--- src/rtl/mdu_iter.sv ---
// Iterative multiply/divide unit for the EX stage: signed/unsigned MULT and DIV
// with a start/ready handshake, flush abort and defined divide-by-zero results.
module mdu_iter #(
    parameter int WIDTH    = 32,
    parameter int MUL_STEP = 2
) (
    input  logic             clk,
    input  logic             rst,
    input  logic             start,
    input  logic [1:0]       op,
    input  logic             flush,
    input  logic [WIDTH-1:0] src_a,
    input  logic [WIDTH-1:0] src_b,
    output logic             busy,
    output logic             ready,
    output logic [WIDTH-1:0] hi,
    output logic [WIDTH-1:0] lo,
    output logic             div_by_zero
);

    localparam int CW = $clog2(WIDTH + 1);
    localparam int SW = WIDTH + MUL_STEP;

    typedef enum logic [1:0] {IDLE, PREP, ITER, FIX} stateT;

    stateT              state;
    logic [1:0]         opReg;
    logic [WIDTH-1:0]   aReg;
    logic [WIDTH-1:0]   bReg;
    logic [2*WIDTH-1:0] acc;
    logic [WIDTH-1:0]   mcand;
    logic [CW-1:0]      cnt;
    logic               negRes;
    logic               negRem;
    logic               divZero;

    logic               isDiv;
    logic               isSigned;
    logic [WIDTH-1:0]   magA;
    logic [WIDTH-1:0]   magB;
    logic [SW-1:0]      mulSum;
    logic [2*WIDTH-1:0] mulNext;
    logic [WIDTH:0]     divShift;
    logic [WIDTH:0]     divDiff;
    logic [2*WIDTH-1:0] divNext;
    logic [2*WIDTH-1:0] prodFix;
    logic [WIDTH-1:0]   quoFix;
    logic [WIDTH-1:0]   remFix;

    assign isDiv    = opReg[1];
    assign isSigned = ~opReg[0];
    assign magA     = (isSigned && aReg[WIDTH-1]) ? -aReg : aReg;
    assign magB     = (isSigned && bReg[WIDTH-1]) ? -bReg : bReg;

    // Multiply: acc holds {partial product, remaining multiplier bits}; shift right by MUL_STEP.
    assign mulSum  = SW'(acc[2*WIDTH-1:WIDTH]) + SW'(mcand) * SW'(acc[MUL_STEP-1:0]);
    assign mulNext = {mulSum, acc[WIDTH-1:MUL_STEP]};

    // Divide: acc holds {remainder, dividend/quotient}; restoring step, one bit per cycle.
    assign divShift = acc[2*WIDTH-1:WIDTH-1];
    assign divDiff  = divShift - {1'b0, mcand};
    assign divNext  = (divShift >= {1'b0, mcand}) ? {divDiff[WIDTH-1:0], acc[WIDTH-2:0], 1'b1}
                                                  : {divShift[WIDTH-1:0], acc[WIDTH-2:0], 1'b0};

    assign prodFix = negRes ? -acc : acc;
    assign quoFix  = negRes ? -acc[WIDTH-1:0] : acc[WIDTH-1:0];
    assign remFix  = negRem ? -acc[2*WIDTH-1:WIDTH] : acc[2*WIDTH-1:WIDTH];

    always_ff @(posedge clk or negedge rst) begin
        if (!rst) begin
            state       <= IDLE;
            opReg       <= '0;
            aReg        <= '0;
            bReg        <= '0;
            acc         <= '0;
            mcand       <= '0;
            cnt         <= '0;
            negRes      <= 1'b0;
            negRem      <= 1'b0;
            divZero     <= 1'b0;
            busy        <= 1'b0;
            ready       <= 1'b0;
            hi          <= '0;
            lo          <= '0;
            div_by_zero <= 1'b0;
        end else begin
            ready <= 1'b0;
            if (flush) begin
                state <= IDLE;
                busy  <= 1'b0;
            end else begin
                case (state)
                    IDLE: begin
                        if (start) begin
                            opReg       <= op;
                            aReg        <= src_a;
                            bReg        <= src_b;
                            div_by_zero <= 1'b0;
                            busy        <= 1'b1;
                            state       <= PREP;
                        end
                    end
                    PREP: begin
                        negRes  <= isSigned & (aReg[WIDTH-1] ^ bReg[WIDTH-1]);
                        negRem  <= isSigned & aReg[WIDTH-1];
                        divZero <= isDiv && (bReg == '0);
                        if (isDiv) begin
                            acc   <= {{WIDTH{1'b0}}, magA};
                            mcand <= magB;
                            cnt   <= CW'(WIDTH);
                        end else begin
                            acc   <= {{WIDTH{1'b0}}, magB};
                            mcand <= magA;
                            cnt   <= CW'(WIDTH / MUL_STEP);
                        end
                        state <= ITER;
                    end
                    ITER: begin
                        acc <= isDiv ? divNext : mulNext;
                        cnt <= cnt - CW'(1);
                        if (cnt == CW'(1)) state <= FIX;
                    end
                    FIX: begin
                        if (divZero) begin
                            hi          <= aReg;
                            lo          <= '1;
                            div_by_zero <= 1'b1;
                        end else if (isDiv) begin
                            hi <= remFix;
                            lo <= quoFix;
                        end else begin
                            hi <= prodFix[2*WIDTH-1:WIDTH];
                            lo <= prodFix[WIDTH-1:0];
                        end
                        ready <= 1'b1;
                        busy  <= 1'b0;
                        state <= IDLE;
                    end
                    default: begin
                        state <= IDLE;
                        busy  <= 1'b0;
                    end
                endcase
            end
        end
    end

endmodule

--- config.mk ---
export PLATFORM = sky130hd
export DESIGN_NAME = mdu_iter
export DESIGN_NICKNAME = d
export VERILOG_FILES = /design/src/rtl/mdu_iter.sv
export SDC_FILE = /design/constraint.sdc
export NUM_CORES = 1
export LEC_CHECK = 0
export CAP_MARGIN = 0
export CORE_ASPECT_RATIO = 1.2
export CORE_MARGIN = 2
export CORE_UTILIZATION = 25
export CTS_CLUSTER_DIAMETER = 80
export DETAILED_ROUTE_END_ITERATION = 8
export MAX_ROUTING_LAYER = met4
export PLACE_DENSITY = 0.37
export SYNTH_ARGS = -nofsm -noshare
export SYNTH_HDL_FRONTEND = slang
export SYNTH_SLANG_ARGS = --single-unit
--- constraint.sdc ---
create_clock -name clk -period 4.6 [get_ports clk]
set_input_delay 1.15 -clock clk [delete_from_list [all_inputs] [get_ports clk]]
set_output_delay 1.15 -clock clk [all_outputs]
set_load 0.01 [all_outputs]
Word level (Yosys, flattened, before mapping) --
Index checks and enable logic that the tools add are counted.
Storage, ports and cells: register bits 240, bits of input ports 70, output and inout port bits 67, word-level logic and storage cells 81
Operators by class: add/sub/neg operators 8, $mul 1, $lt $le $gt $ge 1, equal/unequal tests 8, multiplexer cells 28, bitwise logic cells 5, reductions and logical operators 15
Operators with widths (number):
- 2-to-1 mux 32 bit | 10
- 2-to-1 mux 64 bit | 3
- negator 32 bit | 4
- case mux 64 bit (2 select lines) | 1
- negator 64 bit | 1
- adder 32 x 34 -> 34 bit | 1
- multiplier 32 x 2 -> 34 bit | 1
- >= comparator 33 x 32 -> 1 bit | 1
- zero test 32 bit | 1
- subtractor 32 bit | 1
- case mux 6 bit (2 select lines) | 1
- AND reduction 2 bit | 5
- case mux 2 bit (4 select lines) | 1
- equality test 6 x 1 -> 1 bit, second input constant | 1
- 2-to-1 mux 1 bit | 6
- 2-to-1 mux 2 bit | 3
- 2-to-1 mux 6 bit | 1
- inequality test 3 bit, second input constant | 2
- subtractor 6 x 1 -> 6 bit, second input constant | 1
- equality test 2 bit, second input constant | 2
- inequality test 2 bit, second input constant | 2
- case mux 1 bit (2 select lines) | 2
- AND reduction 4 bit | 1
- nonzero test 2 bit | 2
- other kinds (8) | 12

Logic depth before layout (Yosys ltp) --
depth after elaboration 5, mapped depth 16, mapped depth without buffers 15

Worst setup path after synthesis --
No wires, ideal clock.
path type register -> register, start point register acc[1], end point register acc[56], setup time 0.126 ns, arrival 3.658 ns, data required time 4.474 ns, path slack 0.816 ns, cell stages (with the launch flop) 16, path buffers 2, period minus slack after synthesis 3.784 ns, cell sequence dfrtp_1 > clkbuf_1 > clkbuf_1 > nand2_1 > fa_1 > inv_1 > ha_1 > a2111oi_0 > o21ai_0 > a31oi_1 > nand3_1 > a31oi_1 > o21ai_0 > a221oi_1 > xnor2_1 > a221o_1
Between the ends: longest elaborated chain between the ends 4
Ends and longest elaborated chain:
- start, declared | RTL line 30 | logic [2*WIDTH-1:0] acc;
- start signal, assigned | RTL line 108 | acc <= {{WIDTH{1'b0}}, magA};
- start signal, assigned | RTL line 112 | acc <= {{WIDTH{1'b0}}, magB};
- start signal, assigned | RTL line 119 | acc <= isDiv ? divNext : mulNext;
- multiplier 32 x 2 -> 34 bit | RTL line 56 | assign mulSum = SW'(acc[2*WIDTH-1:WIDTH]) + SW'(mcand) * SW'(acc[MUL_STEP-1:0]);
- adder 32 x 34 -> 34 bit | RTL line 56
- 2-to-1 mux 64 bit | RTL line 119
- case mux 64 bit (2 select lines) | RTL line 92 | case (state)
No other way between the ends. A chain may end at the register's enable or synchronous reset.

Worst setup path in the final report --
start point register acc[0], end point register acc[63]
Same word-level chain as after synthesis.

==> reports/qor.yml <==
floorplan:
  fp.dieH_um: 300
  io_pins: 137
  start_util: 0.253
  die_width_um: 251
  placementRows: 108
  dieArea_um2: 75300
  coreArea_um2: 72300
detailed_routing:
  drc: 0
  wl_mm: 73.5
  wl_per_cell_um: 22.9
  vias_per_cell: 5.05
  drtIter0Drc: 977
  drt_pass1_iterations: 5
  ant_nets: 0
  route.vias.total: 16200
worst_setup_path:
  worst_ep_required_time_ns: 5.07
  rr_worst_depth: 17
  timing.rr.end: "acc[63]"
  crit_start: "acc[0]"
  crit_path_end_kind: "flip-flop"
  critPathLaunchType: "flip-flop"
  critPathMaxFanout: 33
  r2r_setup_slack_ns: 0.41
  critPathMaxStageDelay_ns: 0.43
  r2r_start: "acc[0]"
  worstSetupPathType: "flip-flop to flip-flop"
  cp.arrival_ns: 4.67
  critPathSlowestCell: "fa_1"
  path_cells: "buf_12 > inv_1 > nor2_1 > fa_1 > ha_1 > inv_1 > fa_1 > nor2b_1 > o31a_1 > o221ai_1 > a21boi_0 > o311ai_0 > buf_4 > nand2_1 > a21oi_1 > o211ai_1 > a32o_1"
timing:
  rsz0062_at_grt: "false"
  fin_crit_ns: 4.19
  slew_viol_final: 0
  min_period_over_period: 0.912
  relSlewSlack: 0.384
  final_hold_viol_count: 0
  fin_skew_ns: 0.0124
  fmax_mhz: 238
  finalSetupViolCount: 0
  tightest_slew_ns: 0.925
  fin_setup_tns_ns: 0
cells_and_area:
  diodes: 0
  fill_cells: 7647
  multiInputGateArea_um2: 11300
  fin_util: 0.304
  drive_above_1_share: 0.108
  syn2layout_area_growth_pct: 20.2
  register_area_um2: 6010
  num-nets-final: 2428
synthesis:
  ys_types: 94
  ys_seq_area_frac: 0.329
  async_flop_share: 1.00
  yosys_warnings: 0
  yosysTopAreaCellShare: 0.329
  netlist_instances: 2111
  yosysTopAreaCell: "dfrtp_1"
  synth_area_per_cell_um2: 8.66
  ys_ff_latch: 240
  syn-num-nets: 2289
  netlist_area_um2: 18300
  ys.flop_type: "dfrtp_1"
  synth_edf_count: 0
  synthTopCellsByArea: "dfrtp_1 (33%), nand2_1 (5.5%), ha_1 (5.1%)"
clock_tree:
  cts_buffers: 29
  clk_latency_ns: 0.58
  clock_path_buffers: 3
  cts_root_buf: "clkbuf_16"
  cts_htree_levels: 1
  clk_pin_slew_ns: 0.07
  post_cts_resized: 0
  cts_sinks: 240
  cts_tree: "yes"
  hold_buffers: 0
  cts_setup_buffers: 0
worst_hold_path:
  hp-start: "hi[19]"
  whs_endpoint: "hi[19]"
  hp-class: "flip-flop to flip-flop"
  worstHoldPathCells: 2
power:
  p_comb_frac: 0.638
  swShare: 0.505
  leakagePower_nw: 9.68
  peakVddDrop_mv: 0.336
  p_int_mw: 9.39
  finalPower_mw: 19.0
  power.share.sequential: 0.234
  powerDensity_nw_per_um2: 864
  clock_power_share: 0.127
  switchingPower_mw: 9.59
grt:
  grt_usage: 0.200
  antenna_found_initial: 0
  grt_pass1_vias: 17000
  grt_max_degree: 89
  grt_pass1_wl_mm: 111
  grt_overflow: 0
flow_run:
  drv_cap: 0
place:
  io_buffers: 136
  finalWeightedCongestion: 0.862
  dp_hpwl_mm: 57.1
status:
  outcome: "completed"
sequential cells by signal, indices dropped and copies added (netlist names), 2 cells and up:
| register | flops |
|---|---|
| acc | 64 |
| aReg | 32 |
| bReg | 32 |
| hi | 32 |
| lo | 32 |
| mcand | 32 |
| cnt | 6 |
| opReg | 2 |
| state | 2 |
cell usage in the layout (no fill, tap or decap), drive strengths merged, types with 75 or more instances in the layout:
cell type,netlist,final
a21oi,184,184
nand2,268,268
buf,21,76
dfrtp,240,240
nor2,150,150
ha,75,75
o21ai,171,171
xnor2,101,101
clkdlybuf4s50,1,135
inv,155,157
per-stage QoR:
step	setup slack, ns	hold WS, ns	std cells	cell area, µm²
2_1_floorplan	0.816	0.464	2111	18300
3_3_place_gp	0.476	0.470	3154	21000
3_5_place_dp	0.427	0.474	3154	21000
4_1_cts	0.420	0.489	3207	22000
5_1_grt	0.159	0.507	3207	22000
6_report	0.405	0.482	3207	22000
power by group through the flow:
stage	clock [mW]	combinational (mW)	sequential, mW
floorplan	0	7.97	3.96
global placement	0	12.2	4.47
detailed placement	0	12.1	4.48
CTS	2.51	12.2	4.46
global route	2.59	13.3	4.62
finish	2.42	12.1	4.45
kinds of logic (layout without fill, tap and decap cells):
group,Yosys count,in the layout,synth area share
AND/OR/NAND/NOR,629,629,0.160
AO/OA/AOI/OAI,565,565,0.190
buffers and inverters,259,420,0.0573
flip-flops,240,240,0.329
XOR/XNOR,173,173,0.0829
multiplexers,137,137,0.0931
adder cells (fa/ha/maj),108,108,0.0875
critical path, delay by kind of cell, from the launching register on:
family / cells / cell delay (ns)
AOI/OAI and AO/OA: 7 / 1.94
adders and majority gates: 3 / 0.88
buffers and inverters: 4 / 0.56
DFF: 1 / 0.39
and+or+nand+nor: 3 / 0.29
cells in the mapped netlist, types with 7 or more instances:
library cell / n
a211oi_1: 18
nand2b_1: 20
inv_1: 154
nand2_1: 267
and3_1: 27
o41ai_1: 10
clkbuf_1: 75
dfrtp_1: 240
mux2_2: 68
a21o_1: 25
buf_1: 12
mux2i_1: 50
o32ai_1: 7
nor2_1: 149
nand3_1: 29
o21a_1: 9
or4_1: 15
xor2_1: 72
a21oi_1: 184
nor4_1: 10
o21ai_0: 163
o22ai_1: 10
nor2b_1: 14
nand4_1: 9
nor3_1: 34
ha_1: 75
mux4_2: 17
o31ai_1: 18
xnor2_1: 101
or3_1: 15
o221ai_1: 9
o21ai_1: 7
a31oi_1: 24
fa_1: 33
o211ai_1: 18
layer usage:
metal  track usage  vias to the layer above  wire length [µm]
met2         0.330                      352             35200
met5             -                        -                 0
met3        0.0154                       94              2110
li1              -                     7720                 -
met1         0.263                     8036             34200
met4        0.0552                        0              2000
how the worst max path moves through the flow:
stage          cells after the start  endpoint
3_5_place_dp                      17   acc[63]
5_1_grt                           17   acc[63]
4_1_cts                           17   acc[63]
6_report                          17   acc[63]
2_1_floorplan                     15   acc[56]
3_3_place_gp                      14   acc[56]
cell type report:
type	count	area share
multi-input cells	1612	0.512
repair buffers	211	0.0901
well taps	935	0.0532
clock inverters	14	0.00752
flip-flops and latches	240	0.273
inverters	156	0.0266
clock buffers	39	0.0370
(Power assumes the default switching activity.)
